**src/rtl/conv_addr_pkg.sv**
```systemverilog
// Shared types, default geometry and elaboration helpers for the convolution window address generator.
package conv_addr_pkg;

  // MNIST conv1 defaults: 28x28 image, 5x5 kernel, unit stride, 4 lanes.
  localparam int unsigned DEF_IMG_W  = 28;
  localparam int unsigned DEF_IMG_H  = 28;
  localparam int unsigned DEF_K      = 5;
  localparam int unsigned DEF_STRIDE = 1;
  localparam int unsigned DEF_LANES  = 4;
  localparam int unsigned DEF_ADDR_W = 10;

  typedef enum logic [1:0] {
    IDLE = 2'd0,
    RUN  = 2'd1,
    DONE = 2'd2
  } state_e;

  // Number of window positions along one image dimension.
  function automatic int unsigned out_dim(input int unsigned img, input int unsigned k,
                                          input int unsigned stride);
    return (img - k) / stride + 1;
  endfunction

  // First pixel address of the row band owned by lane l.
  function automatic int unsigned lane_base(input int unsigned l, input int unsigned rpl,
                                            input int unsigned stride, input int unsigned img_w);
    return l * rpl * stride * img_w;
  endfunction

  // Bits needed to hold a count in [0, max]; never less than one.
  function automatic int unsigned cnt_w(input int unsigned max);
    return (max < 2) ? 1 : $clog2(max + 1);
  endfunction

endpackage

```
**src/rtl/wrap_counter.sv**
```systemverilog
// Modulo-(MAX+1) counter; wrap flags the increment that returns it to zero so counters can be chained.
module wrap_counter
  import conv_addr_pkg::*;
#(
  parameter int unsigned MAX = 1,
  parameter int unsigned W   = cnt_w(MAX)
) (
  input  logic         clk,
  input  logic         reset_n,
  input  logic         inc,
  input  logic         clr,
  output logic [W-1:0] count,
  output logic         wrap
);

  localparam logic [W-1:0] MAX_V = W'(MAX);

  assign wrap = inc && (count == MAX_V);

  // Count register: clear wins over increment.
  always_ff @(posedge clk) begin
    if (!reset_n || clr) begin
      count <= '0;
    end else if (inc) begin
      count <= wrap ? '0 : count + W'(1);
    end
  end

endmodule

```
**src/rtl/conv_window_addr_gen.sv**
```systemverilog
// Walks a KxK window over an IMG_W x IMG_H image, emitting one address per lane per beat.
module conv_window_addr_gen
  import conv_addr_pkg::*;
#(
  parameter int unsigned IMG_W  = DEF_IMG_W,
  parameter int unsigned IMG_H  = DEF_IMG_H,
  parameter int unsigned K      = DEF_K,
  parameter int unsigned STRIDE = DEF_STRIDE,
  parameter int unsigned LANES  = DEF_LANES,
  parameter int unsigned ADDR_W = DEF_ADDR_W
) (
  input  logic                    clk,
  input  logic                    reset_n,
  input  logic                    start,
  input  logic                    ready,
  output logic                    valid,
  output logic [LANES*ADDR_W-1:0] addr,
  output logic                    win_first,
  output logic                    win_last,
  output logic                    busy,
  output logic                    done
);

  localparam int unsigned OUT_W = out_dim(IMG_W, K, STRIDE);
  localparam int unsigned OUT_H = out_dim(IMG_H, K, STRIDE);
  localparam int unsigned RPL   = OUT_H / LANES;
  localparam int unsigned KW    = cnt_w(K - 1);
  localparam int unsigned OCW   = cnt_w(OUT_W - 1);
  localparam int unsigned ORW   = cnt_w(RPL - 1);

  // Reject geometries the window walk cannot tile exactly.
  if (K > IMG_W || K > IMG_H || STRIDE == 0 || LANES == 0) begin : g_bad_dims
    $error("conv_window_addr_gen: kernel larger than image or zero stride/lanes");
  end
  if ((IMG_W - K) % STRIDE != 0 || (IMG_H - K) % STRIDE != 0 || OUT_H % LANES != 0)
  begin : g_bad_tiling
    $error("conv_window_addr_gen: stride or lane count does not tile the image");
  end
  if (64'(IMG_W) * 64'(IMG_H) > (64'd1 << ADDR_W)) begin : g_bad_addr_w
    $error("conv_window_addr_gen: ADDR_W too narrow for the image");
  end

  state_e state_q, state_d;

  logic           accept;
  logic           clr;
  logic           kc_wrap, kr_wrap, oc_wrap, last_beat;
  logic [KW-1:0]  kc, kr;
  logic [OCW-1:0] oc;
  logic [ORW-1:0] orow;

  // A beat is consumed only while presenting; start re-arms from IDLE or DONE only.
  assign accept = (state_q == RUN) && ready;
  assign clr    = start && (state_q != RUN);

  wrap_counter #(.MAX(K - 1), .W(KW)) u_kc (
    .clk(clk), .reset_n(reset_n), .inc(accept), .clr(clr), .count(kc), .wrap(kc_wrap)
  );
  wrap_counter #(.MAX(K - 1), .W(KW)) u_kr (
    .clk(clk), .reset_n(reset_n), .inc(kc_wrap), .clr(clr), .count(kr), .wrap(kr_wrap)
  );
  wrap_counter #(.MAX(OUT_W - 1), .W(OCW)) u_oc (
    .clk(clk), .reset_n(reset_n), .inc(kr_wrap), .clr(clr), .count(oc), .wrap(oc_wrap)
  );
  wrap_counter #(.MAX(RPL - 1), .W(ORW)) u_orow (
    .clk(clk), .reset_n(reset_n), .inc(oc_wrap), .clr(clr), .count(orow), .wrap(last_beat)
  );

  // State register.
  always_ff @(posedge clk) begin
    if (!reset_n) begin
      state_q <= IDLE;
    end else begin
      state_q <= state_d;
    end
  end

  // Next-state logic.
  always_comb begin
    state_d = state_q;
    case (state_q)
      IDLE:    if (start) state_d = RUN;
      RUN:     if (last_beat) state_d = DONE;
      DONE:    if (start) state_d = RUN;
      default: state_d = IDLE;
    endcase
  end

  // Status flags registered from the next state so they track state_q exactly.
  always_ff @(posedge clk) begin
    if (!reset_n) begin
      valid <= 1'b0;
      busy  <= 1'b0;
      done  <= 1'b0;
    end else begin
      valid <= (state_d == RUN);
      busy  <= (state_d == RUN);
      done  <= (state_d == DONE);
    end
  end

  assign win_first = valid && (kc == '0) && (kr == '0);
  assign win_last  = valid && (kc == KW'(K - 1)) && (kr == KW'(K - 1));

  // Per-lane address: band base plus window origin plus tap offset; zero when not presenting.
  for (genvar l = 0; l < LANES; l++) begin : g_lane
    localparam int unsigned BASE = lane_base(l, RPL, STRIDE, IMG_W);
    assign addr[l*ADDR_W +: ADDR_W] = valid
      ? ADDR_W'(BASE + (32'(orow) * STRIDE + 32'(kr)) * IMG_W + 32'(oc) * STRIDE + 32'(kc))
      : '0;
  end

endmodule

```
**config.mk**
```make
export PLATFORM = sky130hd
export DESIGN_NAME = conv_window_addr_gen
export DESIGN_NICKNAME = d
export VERILOG_FILES = /design/src/rtl/conv_addr_pkg.sv /design/src/rtl/wrap_counter.sv /design/src/rtl/conv_window_addr_gen.sv
export SDC_FILE = /design/constraint.sdc
export NUM_CORES = 1
export LEC_CHECK = 0
export CORE_MARGIN = 10
export CORE_UTILIZATION = 58
export CTS_BUF_LIST = sky130_fd_sc_hd__clkbuf_8
export DETAILED_ROUTE_END_ITERATION = 10
export MAX_ROUTING_LAYER = met4
export PLACE_DENSITY = 0.89
export SLEW_MARGIN = 20
export SYNTH_ARGS = -nofsm -noshare
export SYNTH_HDL_FRONTEND = slang
export SYNTH_HIERARCHICAL = 1
export SYNTH_SLANG_ARGS = --single-unit
```
**constraint.sdc**
```tcl
create_clock -name clk -period 14.7 [get_ports clk]
set_input_delay 2.94 -clock clk [delete_from_list [all_inputs] [get_ports clk]]
set_output_delay 2.94 -clock clk [all_outputs]
set_load 0.01 [all_outputs]
```
-- Word-level counts from Yosys, hierarchy flattened
Cells that the tools add are included.
- output and inout bits: 45
- bits of input ports: 4
- bits in registers: 18
- equal/unequal tests: 9
- $mul: 1
- reductions and logical operators: 16
- mux-type cells: 11
- add/sub/neg operators: 16
- operators by type and width (operator ; number):
    10-bit by 3-bit adder with 10-bit output ; 4
    10-bit two-way mux ; 4
    10-bit by 5-bit adder with 10-bit output ; 3
    9-bit by 9-bit adder with 10-bit output (first input constant) ; 2
    8-bit by 9-bit adder with 10-bit output (first input constant) ; 1
    9-bit by 5-bit adder with 10-bit output ; 1
    1-bit logical AND ; 10
    3-bit by 1-bit adder with 3-bit output (second input constant) ; 3
    3-bit equality test (second input constant) ; 3
    3-bit two-way mux ; 3
    4-bit by 3-bit multiplier with 7-bit output (second input constant) ; 1
    3-bit logical NOT ; 2
    5-bit by 1-bit adder with 5-bit output (second input constant) ; 1
    5-bit equality test (second input constant) ; 1
    5-bit two-way mux ; 1
    3-bit by 3-bit adder with 4-bit output ; 1
    2-bit by 1-bit equality test with 1-bit output (second input constant) ; 2
    2-bit equality test (second input constant) ; 2
    2-bit two-way mux ; 2
    2-bit one-hot mux with 2 select lines ; 1
    2-bit logical NOT ; 1
    2-bit by 1-bit inequality test with 1-bit output (second input constant) ; 1
    2-bit OR reduction ; 1
    1-bit logical NOT ; 1
    1-bit logical OR ; 1

-- Logic depth before layout (Yosys ltp)
- word-level depth: 9
- mapped depth: 16

-- Modules after synthesis
The synthesis kept the hierarchy.
- modules (own cells, without submodules) (module ; cells an instance ; area each (um^2) ; times used):
    conv_window_addr_gen ; 228 ; 1727.9 ; 1
    wrap_counter (u_kc ...) ; 16 ; 168.9 ; 2
    wrap_counter (u_oc) ; 27 ; 246.5 ; 1
    wrap_counter (u_orow) ; 15 ; 158.9 ; 1

-- Least setup slack after synthesis
No wires, ideal clock.
- kind: reg-to-output
- from: reg u_kr.count[0]
- to: out addr[39]
- path buffers: 0
- arrival time: 4.087 ns
- path slack: 7.673 ns
- stages on the path, launching flop included: 15
- required time: 11.760 ns
- cells stage by stage: dfxtp_1 -> ha_1 -> inv_1 -> fa_1 -> xnor2_1 -> fa_1 -> ha_1 -> fa_1 -> xor2_1 -> inv_2 -> ha_1 -> nor3_1 -> nand3_1 -> a211o_1 -> a21oi_1
- longest elaborated chain between the ends: 6
- ends and longest elaborated chain (element ; line ; source):
    start: declaration ; wrap_counter.sv:12 ; output logic [W-1:0] count,
    start signal: assignment ; wrap_counter.sv:25 ; count <= wrap ? '0 : count + W'(1);
    3-bit by 3-bit adder with 4-bit output ; conv_window_addr_gen.sv:109 ; ? ADDR_W'(BASE + (32'(orow) * STRIDE + 32'(kr)) * IMG_W + 32'(oc) * STRIDE + 32'(kc))
    4-bit by 3-bit multiplier with 7-bit output ; conv_window_addr_gen.sv:109 ;
    9-bit by 9-bit adder with 10-bit output ; conv_window_addr_gen.sv:109 ;
    10-bit by 5-bit adder with 10-bit output ; conv_window_addr_gen.sv:109 ;
    10-bit by 3-bit adder with 10-bit output ; conv_window_addr_gen.sv:109 ;
    10-bit two-way mux ; conv_window_addr_gen.sv:109 ;
    end: declaration ; conv_window_addr_gen.sv:17 ; output logic [LANES*ADDR_W-1:0] addr,
Every way passes these cells.

-- Worst setup path in the final report
Same ends and word-level chain as after synthesis.

==> summary.txt <==
GRT
  • First-pass GRT wire length: 10100 um
  • Largest net degree at the start of global routing: 21
  • GR Layer Usage met2: 0.280
  • Remaining Overflow, GRT: 0
  • Initial antenna violation count: 0
  • GR Util met1: 0.188
  • Vias in the first global route: 2216
  • Busiest grt layer: met2
  • Met3 Usage GRT: 0.0315
  • Total GRT Usage: 0.162

Logic synthesis
  • YS warnings: 6
  • Library cells used by synthesis: 52
  • Syn avg cell area: 8.18 um^2
  • Post-Syn Instances: 302
  • Synth top cells by count: ha_1 (40), inv_1 (30), nor2_1 (22)
  • Number of synthesized register bits: 18
  • Seq/Total Area, Yosys: 0.146
  • Yosys top cell by area: ha_1
  • Synth top area share: 0.203
  • Post-synth ARST share: 0
  • Synth area leaders: ha_1 (20%), dfxtp_1 (15%), inv_1 (4.6%), xnor2_1 (4.3%), fa_1 (4.1%)
  • Post-synth EDFFs: 0
  • Count leader, synth: ha_1
  • Primary FF master, synth: dfxtp_1
  • Syn nets: 351
  • Syn Std Cell Area: 0.00247 mm^2

Clock tree
  • Total CTS buffers: 3
  • CTS H-tree depth: 1
  • CTS tree: done
  • Post-CTS Setup Bufs: 0
  • CTS max path bufs: 2
  • Worst-skew pair later-pin latency: 0.26 ns
  • Clk slew on worst S/H paths: 0.07 ns
  • Hold_buf cts: 0
  • Root buffer cell: clkbuf_8
  • Clock sinks: 18
  • Quantity of gates resized following cts: 0

Die
  • Initial Util: 0.609
  • DIE AREA: 0.00727 mm^2
  • Core area: 0.00406 mm^2
  • IO Count: 49
  • Chip width: 85.3 um
  • Die height: 85.3 um
  • Rows: 23

Timing
  • Max-slew headroom: 0.574
  • Setup Viol. Count Final: 0
  • Clock skew: 0.00165 ns
  • Final TNS setup: 0 ns
  • Fin. Hold Viols: 0
  • Post-route setup slack: 6.49 ns
  • Achievable frequency: 122 MHz
  • Worst Tran Pin Value: 0.639 ns
  • RSZ-0062 raised after global routing: false
  • Max Transition Viols Final: 0
  • Crit path time final: 8.21 ns
  • Crit share post-route: 0.558

Layout
  • Antenna cells: 0
  • Layout area overhead: 19.3%
  • Layout cells sized above 1: 0.0627
  • Core Util, Final: 0.727
  • Final nets: 385
  • Fin area: 0.00295 mm^2
  • Fillers: 308

Drt
  • Wirelength, routed: 5590 um
  • DR pass1 iterations: 4
  • Via/cell ratio: 5.69
  • Initial drt markers: 127
  • DRC viols: 0
  • Post-DR wirelength/cell: 14.5 um
  • Total vias in the final route: 2192
  • Detail Route Antenna Nets: 0

Worst setup path
  • Crit path max fanout: 10
  • Crit path kind: flop to output port
  • Crit path launch: u_kr/count[0]$_SDFFE_PP0P_
  • CP Capture Type: output port
  • Critical R2R Launch: state_q[0]$_SDFF_PN0_
  • CP Data Arrival Time: 5.27 ns
  • CP required: 11.76 ns
  • CP startpoint kind: flop

Place
  • Port bufs: 48
  • Placed inst area: 0.00289 mm^2
  • Routability cong.: 0.878
  • Detailed placement HPWL: 4580 um
  • Worst slack, placed: 6.79 ns

Power
  • Power Total: 107 uW
  • Power Dens Cells: 36.3 mW/mm^2
  • VDD IR max: 0.0625 mV
  • LEAKAGE: 0.00132 uW

Min path
  • Min-delay src: u_oc/count[0]$_SDFFE_PP0P_
  • Class of the worst hold path: flop to flop

Run
  • Max Cap Viol: 0

Run status
  • Run status: finished clean
[report_power, final]
part | leakage, uW | total (uW) | internal [uW] | switching [uW]
clock network | 0.0000288 | 40.5 | 23.8 | 16.7
registers | 0.000146 | 50.7 | 49.3 | 1.36
logic | 0.00115 | 16.0 | 8.32 | 7.69
[logic make-up (layout without fill, tap and decap cells)]
logic type	after synthesis	after routing	synth area share
AND/OR/NAND/NOR	101	101	0.230
flip-flops	18	18	0.146
multiplexers	9	9	0.0365
adder cells (fa/ha/maj)	45	45	0.243
XOR/XNOR	18	18	0.0668
buffers and inverters	51	84	0.0972
AO/OA/AOI/OAI	60	60	0.180
[area by class of cell]
type                    instances  area (um^2)  area share
multi-input cells             233         1870       0.634
repair buffers                 48          480       0.163
flip-flops and latches         18          360       0.122
inverters                      32          120      0.0407
well taps                      50         62.6      0.0212
clock buffers                   4         55.1      0.0187
[routing by layer]
metal	vias up	share of wire
met5	-	0
met4	0	0.0063
met3	4	0.071
met2	67	0.50
met1	1012	0.42
li1	1109	-
[sequential cells by signal, indices dropped and copies added (netlist names)]
name / count
u_oc/count: 5
u_kc/count: 3
u_kr/count: 3
u_orow/count: 3
state_q: 2
busy: 1
done: 1
[final timing paths]
kind | to | slack, ns | cells past startpoint
max | addr[39] | 6.49 | 15
min | u_oc/count[0]$_SDFFE_PP0P_ | 0.54 | 2
max reg2reg | state_q[0]$_SDFF_PN0_ | 11.99 | 10
min reg2reg | u_oc/count[0]$_SDFFE_PP0P_ | 0.54 | 2
[metrics by stage]
stage | hold WS (ns) | cells
after global routing | 0.586 | 385
after global placement | 0.509 | 381
after floorplan | 0.490 | 302
final | 0.543 | 385
after CTS | 0.548 | 385
after detailed placement | 0.539 | 381
[cell usage in the layout, fill, tap and decap left out, types with 5 or more instances in the layout]
master           Yosys  routed
ha_1                40      40
dfxtp_1             18      18
nand2_1             13      13
nor3_2               5       5
nor2_1              22      22
mux2i_1              9       9
and2_1               5       5
o21ai_0              5       5
inv_1               30      30
nor3_1              13      13
nand2b_1            10      10
clkdlybuf4s50_1      0      48
xor2_1               5       5
a21oi_1             14      14
xnor2_1             12      12
a21o_1               7       7
fa_1                 5       5
nor2b_1             14      14
o21a_1               6       6
[worst max-delay path, stage by stage (launching register included)]
cell and delay [ns]:
dfxtp_1 0.44, ha_1 0.23, inv_1 0.07, fa_1 0.44, xnor2_1 0.35, fa_1 0.46
ha_1 0.22, fa_1 0.41, xor2_1 0.44, inv_2 0.20, ha_1 0.31, nor3_1 0.31
nand3_1 0.13, a211o_1 0.31, a21oi_1 0.13, clkdlybuf4s50_1 0.56
Note: power is estimated with default switching activity, not from simulation.
